File: src/rtl/ov7670_config_sequencer.sv
// Walks a {reg_addr, reg_value} settings table and issues one SCCB write per entry.
// Entry 16'hFFF0 inserts a DELAY_CYCLES wait; 16'hFFFF ends the table.
//   state    | meaning
//   IDLE     | waiting for start_i after reset
//   FETCH    | table address presented, ROM settling
//   DECODE   | entry captured and classified
//   ISSUE    | waiting for SCCB ready, then one-cycle write request
//   WAIT_ACK | write in flight, waiting for done/nack
//   DELAY    | counting down a delay entry
//   DONE     | table finished, done_o held
//   ERROR    | retries exhausted, error_o held
module ov7670_config_sequencer #(
  parameter int DELAY_CYCLES = 270000,
  parameter int MAX_RETRIES  = 3
) (
  input  logic        clk,
  input  logic        reset,
  input  logic        start_i,
  output logic [7:0]  rom_addr_o,
  input  logic [15:0] rom_data_i,
  input  logic        sccb_ready_i,
  output logic        sccb_start_o,
  output logic [7:0]  sccb_reg_o,
  output logic [7:0]  sccb_data_o,
  input  logic        sccb_done_i,
  input  logic        sccb_nack_i,
  output logic        busy_o,
  output logic        done_o,
  output logic        error_o
);

  localparam int CW = (DELAY_CYCLES > 1) ? $clog2(DELAY_CYCLES) : 1;
  localparam int RW = (MAX_RETRIES > 0) ? $clog2(MAX_RETRIES + 1) : 1;

  typedef enum logic [2:0] {
    S_IDLE, S_FETCH, S_DECODE, S_ISSUE, S_WAIT_ACK, S_DELAY, S_DONE, S_ERROR
  } state_t;

  state_t         state_q, state_d;
  logic [7:0]     addr_d;
  logic [15:0]    entry_q, entry_d;
  logic [RW-1:0]  retry_q, retry_d;
  logic [CW-1:0]  cnt_q, cnt_d;
  logic           done_d, error_d;
  logic           advance;

  always_ff @(posedge clk or posedge reset) begin
    if (reset) begin
      state_q    <= S_IDLE;
      rom_addr_o <= '0;
      entry_q    <= '0;
      retry_q    <= '0;
      cnt_q      <= '0;
      done_o     <= 1'b0;
      error_o    <= 1'b0;
    end else begin
      state_q    <= state_d;
      rom_addr_o <= addr_d;
      entry_q    <= entry_d;
      retry_q    <= retry_d;
      cnt_q      <= cnt_d;
      done_o     <= done_d;
      error_o    <= error_d;
    end
  end

  always_comb begin
    state_d      = state_q;
    addr_d       = rom_addr_o;
    entry_d      = entry_q;
    retry_d      = retry_q;
    cnt_d        = cnt_q;
    done_d       = done_o;
    error_d      = error_o;
    sccb_start_o = 1'b0;
    advance      = 1'b0;
    case (state_q)
      S_IDLE, S_DONE, S_ERROR: begin
        if (start_i) begin
          addr_d  = '0;
          retry_d = '0;
          done_d  = 1'b0;
          error_d = 1'b0;
          state_d = S_FETCH;
        end
      end
      S_FETCH: state_d = S_DECODE;
      S_DECODE: begin
        entry_d = rom_data_i;
        if (rom_data_i == 16'hFFFF) begin
          done_d  = 1'b1;
          state_d = S_DONE;
        end else if (rom_data_i == 16'hFFF0) begin
          cnt_d   = CW'(DELAY_CYCLES - 1);
          state_d = S_DELAY;
        end else begin
          state_d = S_ISSUE;
        end
      end
      S_ISSUE: begin
        if (sccb_ready_i) begin
          sccb_start_o = 1'b1;
          state_d      = S_WAIT_ACK;
        end
      end
      S_WAIT_ACK: begin
        if (sccb_done_i) begin
          if (!sccb_nack_i) begin
            retry_d = '0;
            advance = 1'b1;
          end else if (retry_q < RW'(MAX_RETRIES)) begin
            retry_d = retry_q + 1'b1;
            state_d = S_ISSUE;
          end else begin
            error_d = 1'b1;
            state_d = S_ERROR;
          end
        end
      end
      // Counter starts at DELAY_CYCLES-1 so the state lasts exactly DELAY_CYCLES cycles.
      S_DELAY: begin
        if (cnt_q == '0) advance = 1'b1;
        else             cnt_d   = cnt_q - 1'b1;
      end
      default: state_d = S_IDLE;
    endcase

    // The last table slot finishes the run instead of wrapping back to entry 0.
    if (advance) begin
      if (rom_addr_o == 8'hFF) begin
        done_d  = 1'b1;
        state_d = S_DONE;
      end else begin
        addr_d  = rom_addr_o + 1'b1;
        state_d = S_FETCH;
      end
    end
  end

  assign sccb_reg_o  = entry_q[15:8];
  assign sccb_data_o = entry_q[7:0];
  assign busy_o      = !(state_q inside {S_IDLE, S_DONE, S_ERROR});

endmodule

File: config.mk
export PLATFORM = sky130hd
export DESIGN_NAME = ov7670_config_sequencer
export DESIGN_NICKNAME = d
export VERILOG_FILES = /design/src/rtl/ov7670_config_sequencer.sv
export SDC_FILE = /design/constraint.sdc
export NUM_CORES = 1
export LEC_CHECK = 0
export BUFFER_PORTS_ARGS = -buffer_cell sky130_fd_sc_hd__buf_4
export CAP_MARGIN = 40
export CORE_MARGIN = 2
export CORE_UTILIZATION = 40
export CTS_CLUSTER_DIAMETER = 100
export DETAILED_ROUTE_END_ITERATION = 8
export HOLD_SLACK_MARGIN = 0.08
export PLACE_DENSITY = 0.72
export SYNTH_ARGS = -nofsm -noshare
export SYNTH_HDL_FRONTEND = slang
export SYNTH_SLANG_ARGS = --single-unit
File: constraint.sdc
create_clock -name clk -period 5.4 [get_ports clk]
set_input_delay 0.27 -clock clk [delete_from_list [all_inputs] [get_ports clk]]
set_output_delay 0.27 -clock clk [all_outputs]
set_load 0.03 [all_outputs]
## Yosys cells after proc, flatten, opt, wreduce, memory -nomap -nowiden

Cells that the tools add are included.

| cells by class | value |
|---|---|
| add/subtract/negate cells | 3 |
| $lt $le $gt $ge | 1 |
| eq/ne operators | 22 |
| mux-type cells | 39 |
| reduce and logical (&&, ||, !) cells | 12 |

Operator list:

| operator | count |
|---|---|
| $mux W19 | 3 |
| $pmux W19 S2 | 1 |
| $eq A16 B16 Y1 const B | 2 |
| $mux W8 | 4 |
| $mux W3 | 9 |
| $logic_not A19 Y1 | 1 |
| $sub A19 B1 Y19 const B | 1 |
| $ne A3 B3 Y1 const B | 5 |
| $pmux W3 S5 | 1 |
| $ne A2 B2 Y1 const B | 7 |
| $mux W1 | 13 |
| $eq A3 B3 Y1 const B | 4 |
| $reduce_and A5 Y1 | 2 |
| $add A8 B1 Y8 const B | 1 |
| $eq A8 B8 Y1 const B | 1 |
| $mux W2 | 4 |
| $reduce_and A4 Y1 | 2 |
| $eq A3 B2 Y1 const B | 2 |
| $pmux W1 S2 | 3 |
| $reduce_bool A6 Y1 | 1 |
| $pmux W2 S2 | 1 |
| $reduce_bool A2 Y1 | 2 |
| $eq A3 B1 Y1 const B | 1 |
| $logic_not A3 Y1 | 1 |
| other kinds (5) | 5 |

| storage, ports and cells | value |
|---|---|
| flip-flop bits (word level) | 50 |
| input bits | 22 |
| logic and storage cells | 84 |

## Logic depth before layout (Yosys ltp)

| depth | value |
|---|---|
| depth after elaboration | 6 |
| gate-level depth with buffers | 8 |

## Least setup slack after synthesis

No wires, ideal clock.

| path | value |
|---|---|
| path kind | register -> register |
| start | reg cnt_q[3] |
| end | reg rom_addr_o[5] |
| data arrival time | 2343 ps |
| required time | 5323 ps |
| setup slack | 2980 ps |
| cell stages (with the launch flop) | 8 |
| buffers on the path | 2 |
| period minus slack after synthesis | 2420 ps |
| cells stage by stage | dfrtp_1 > or4_1 > buf_2 > or2_4 > o31a_1 > buf_6 > or4_1 > a21oi_1 |

| between the ends | value |
|---|---|
| longest elaborated chain between the ends | 4 |

RTL lines:

| what | line | source |
|---|---|---|
| from (decl) | 43 | `logic [CW-1:0] cnt_q, cnt_d;` |
| from (signal assigned) | 61 | `cnt_q <= cnt_d;` |
| $logic_not A19 Y1 | 122 | `if (cnt_q == '0) advance = 1'b1;` |
| $mux W1 | 122 |  |
| $pmux W1 S2 | 77 | `case (state_q)` |
| $mux W8 | 129 | `if (advance) begin` |
| net addr_d[5] | 40 | `logic [7:0] addr_d;` |
| to (signal assigned) | 58 | `rom_addr_o <= addr_d;` |
| to (decl) | 19 | `output logic [7:0] rom_addr_o,` |

The timed path passes the listed nets, and every way through them passes these cells.
A chain may end at the register's enable or synchronous reset.

## Final worst setup path

| path | value |
|---|---|
| start | reg cnt_q[3] |
| end | reg rom_addr_o[3] |

Same word-level chain as after synthesis.

==> key figures <==
Worst setup path
  • CP max stage cell: o31ai_1
  • Req. time, crit path: 5.60 ns
  • Bufs and invs on worst path: 0
  • Reg2Reg Setup Slack: 2.81 ns
  • R2R Path End: rom_addr_o[3]
  • CP Max Fanout: 7
  • Worst setup EP type: flip-flop
  • Class of the most critical setup path: flip-flop to flip-flop
  • RR Startpoint: cnt_q[3]
  • CP max stage delay: 0.70 ns
  • Family with the most delay on the worst path: compound AO/OA/AOI/OAI gates
  • Crit path DAT: 2.79 ns
  • FF-to-FF path depth: 5
  • Crit-path cells: or4_1, or2_4, o31ai_1, a31oi_1, a31o_2
  • Startpoint class of the critical path: flip-flop

Power
  • Clock power share: 0.167
  • Total power draw: 0.001363 W
  • Combinational share of power: 0.417
  • Leakage power: 1.312 nW
  • Sw frac: 0.3998
  • Reg power frac: 0.416
  • Largest vdd supply drop: 0.2767 mV
  • Psw: 0.0005451 W
  • P_int: 0.0008182 W
  • Power Density: 424.6 nW/µm²

Yosys
  • Most used DFF post-synth: dfrtp_1
  • Post-synthesis simple-gate area fraction: 0.2084
  • Syn Nets: 294
  • Mux share of post-synthesis cell area: 0.08749
  • Distinct cells, synth: 50
  • Yosys warning total: 0
  • Mapped cell area: 2660 µm²
  • Synth Area in Compound Gates: 0.1566
  • Number of synthesized flops with an enable pin: 0
  • Ys async rst share: 1.000
  • Syn Inst Count: 268
  • Main combinational cell family by area after synthesis: simple AND/OR/NAND/NOR gates
  • Post-synthesis adder-cell area fraction: 0.01881
  • Avg Cell Area, Syn: 9.926 µm²
  • Register bit total from synthesis: 50
  • Seq/Total Area, Yosys: 0.4704
  • Post-synthesis xor/xnor area fraction: 0.02963

Die
  • Starting Density: 0.4165
  • Die area: 7319 µm²
  • Num ports: 50
  • Die height: 85.55 µm
  • Core ar.: 6386 µm²
  • Row cnt: 29
  • Die outline width: 85.55 µm

Global routing
  • First-pass GRT wire length: 10320 µm
  • Initial antenna violation count: 0
  • Pin count of the biggest net entering global routing: 35
  • Global Route Usage Sum: 0.1755
  • Vias in the first global route: 2192
  • GRT Residual Overflow: 0

STA
  • Post-route clock skew: 0.008243 ns
  • RSZ-0062 raised after global routing: false
  • Fmax: 386.7 MHz
  • Worst rel slew slack: 0.4407
  • Period utilization: 0.4789
  • Setup ws final: 2.814 ns
  • Sum of negative setup slack: 0 ns
  • Worst hold slack: 0.2018 ns
  • Fin crit period: 2.586 ns
  • Final setup viols: 0
  • Worst slew pin tran: 0.8389 ns
  • Fin. max-slew vios: 0
  • Hold Vio Cnt, Final: 0

Clock tree
  • CTS max path bufs: 2
  • Clk_lat worst skew: 0.31 ns
  • TritonCTS Buffers: 5
  • # resized after CTS: 0
  • H-tree depth: 2
  • Clock transition at the registers of the reported paths: 0.09 ns
  • Root Buffer: clkbuf_8
  • CTS Sinks: 50
  • CTS tree: built

Hold path
  • Hold Path End: entry_q[5]
  • HP Class: input pin to flip-flop
  • WHS Path Cells: 2
  • Worst hold path startpoint: rom_data_i[5]

Final layout
  • Multi-input logic area: 1333 µm²
  • Sequential Area: 1251 µm²
  • Post-Route Utilization: 0.5027
  • Commonest cells after routing, fill and taps aside: 51 x buf_4, 50 x dfrtp_1, 23 x nor2_1, 20 x nand2_1, 18 x mux2_2
  • P&R area growth vs syn: 20.70%
  • Fraction of layout cells with a size suffix above 1: 0.2642
  • Fillers: 590
  • Most common cell after layout, fill and taps aside: buf_4
  • Final #Nets: 343
  • N_diodes: 0

Routing
  • Router iterations before antenna repair: 4
  • Met1 Wirelength: 3024 µm
  • DR vias: 2275
  • Avg WL per Cell: 15.52 µm
  • Met3 WL: 375 µm
  • Post-DRT Antenna Nets: 0
  • Top Metal Used: met4
  • Total Wirelength: 6132 µm
  • Drt drc: 0
  • Vias per cell: 5.759
  • DR WL met2: 2671 µm
  • Initial DRC count: 264

Placement
  • RD Place Congestion: 0.9245
  • Port Buffer Count: 49
  • Dpl ws: 2.828 ns
  • Post-DP HPWL: 4564 µm

Run
  • Max-cap violations: 0

Status
  • Status: finished, final reports clean
## cell usage after synthesis, types with 3 or more instances
master | count | area share
a31oi_1 | 8 | 0.019
inv_1 | 7 | 0.0099
o31ai_1 | 5 | 0.014
nor4_1 | 4 | 0.0094
nor3_1 | 11 | 0.021
nor2_1 | 23 | 0.032
ha_1 | 4 | 0.019
dfrtp_1 | 50 | 0.47
clkbuf_1 | 8 | 0.011
nand2b_1 | 3 | 0.0071
mux2i_1 | 3 | 0.011
xnor2_1 | 7 | 0.023
or4_1 | 5 | 0.014
and3_1 | 5 | 0.012
nand3_1 | 7 | 0.013
o211ai_1 | 5 | 0.014
nand4_1 | 7 | 0.016
mux2_2 | 18 | 0.076
nor4b_1 | 3 | 0.0099
o21ai_0 | 13 | 0.024
nand2_1 | 20 | 0.028
a21oi_1 | 11 | 0.021
a2111oi_0 | 5 | 0.016
## registers in the layout (all words and copies together), names as in the netlist
register / cells
cnt_q: 19
done_o: 1
entry_q: 16
error_o: 1
retry_q: 2
rom_addr_o: 8
state_q: 3
## final cells by class
class                      instances  area share
timing repair buffer              53      0.1286
multi-input combinational        200      0.4150
tap                               77     0.03001
sequential                        50      0.3897
inverter                           7    0.008184
clock buffer                       7     0.02689
clock inverter                     1    0.001559
## how the worst max path moves through the flow
stage	from	to	slack, ns	cells after the start
after floorplan	cnt_q[3]	rom_addr_o[5]	2.98	7
after global placement	cnt_q[3]	rom_addr_o[3]	2.85	5
after detailed placement	cnt_q[3]	rom_addr_o[3]	2.83	5
after CTS	cnt_q[3]	rom_addr_o[3]	2.82	5
after global routing	cnt_q[9]	rom_addr_o[4]	2.66	5
final	cnt_q[3]	rom_addr_o[3]	2.81	5
## cells by family after synthesis
family,after synthesis
and+or+nand+nor,104
AOI/OAI and AO/OA,62
DFF,50
muxes,21
buffers and inverters,18
xor gates and xnor gates,9
adders and majority gates,4
## repair_timing
item                      in CTS  in global routing
hold endpoints to repair      16                  0
setup buffers                  0                  0
hold buffers                   1                  0
## worst register-to-register path: stages, from the launching register on
cell	delay, ns
dfrtp_1	0.43
or4_1	0.63
or2_4	0.32
o31ai_1	0.70
a31oi_1	0.16
a31o_2	0.25
## power by group through the flow
| stage | Sequential [W] | Combinational (W) | Clock, W |
|---|---|---|---|
| 2_1_floorplan | 0.000668 | 0.000277 | 0 |
| 3_3_place_gp | 0.000566 | 0.000561 | 0 |
| 3_5_place_dp | 0.000572 | 0.000570 | 0 |
| 4_1_cts | 0.000566 | 0.000572 | 0.000233 |
| 5_1_grt | 0.000583 | 0.000616 | 0.000249 |
| 6_report | 0.000567 | 0.000569 | 0.000227 |
## per-stage QoR
stage                     cell area (µm²)  instances
after CTS                            3211        395
after global placement               3089        385
final                                3211        395
after global routing                 3211        395
after floorplan                      2660        268
after detailed placement             3109        386
## routing by layer
metal | vias up | track usage
li1 | 1106 | -
met1 | 1093 | 0.2576
met2 | 70 | 0.2564
met3 | 6 | 0.05005
met4 | 0 | 0.04473
met5 | - | 0
No activity file was read; power rests on OpenSTA's default activity.
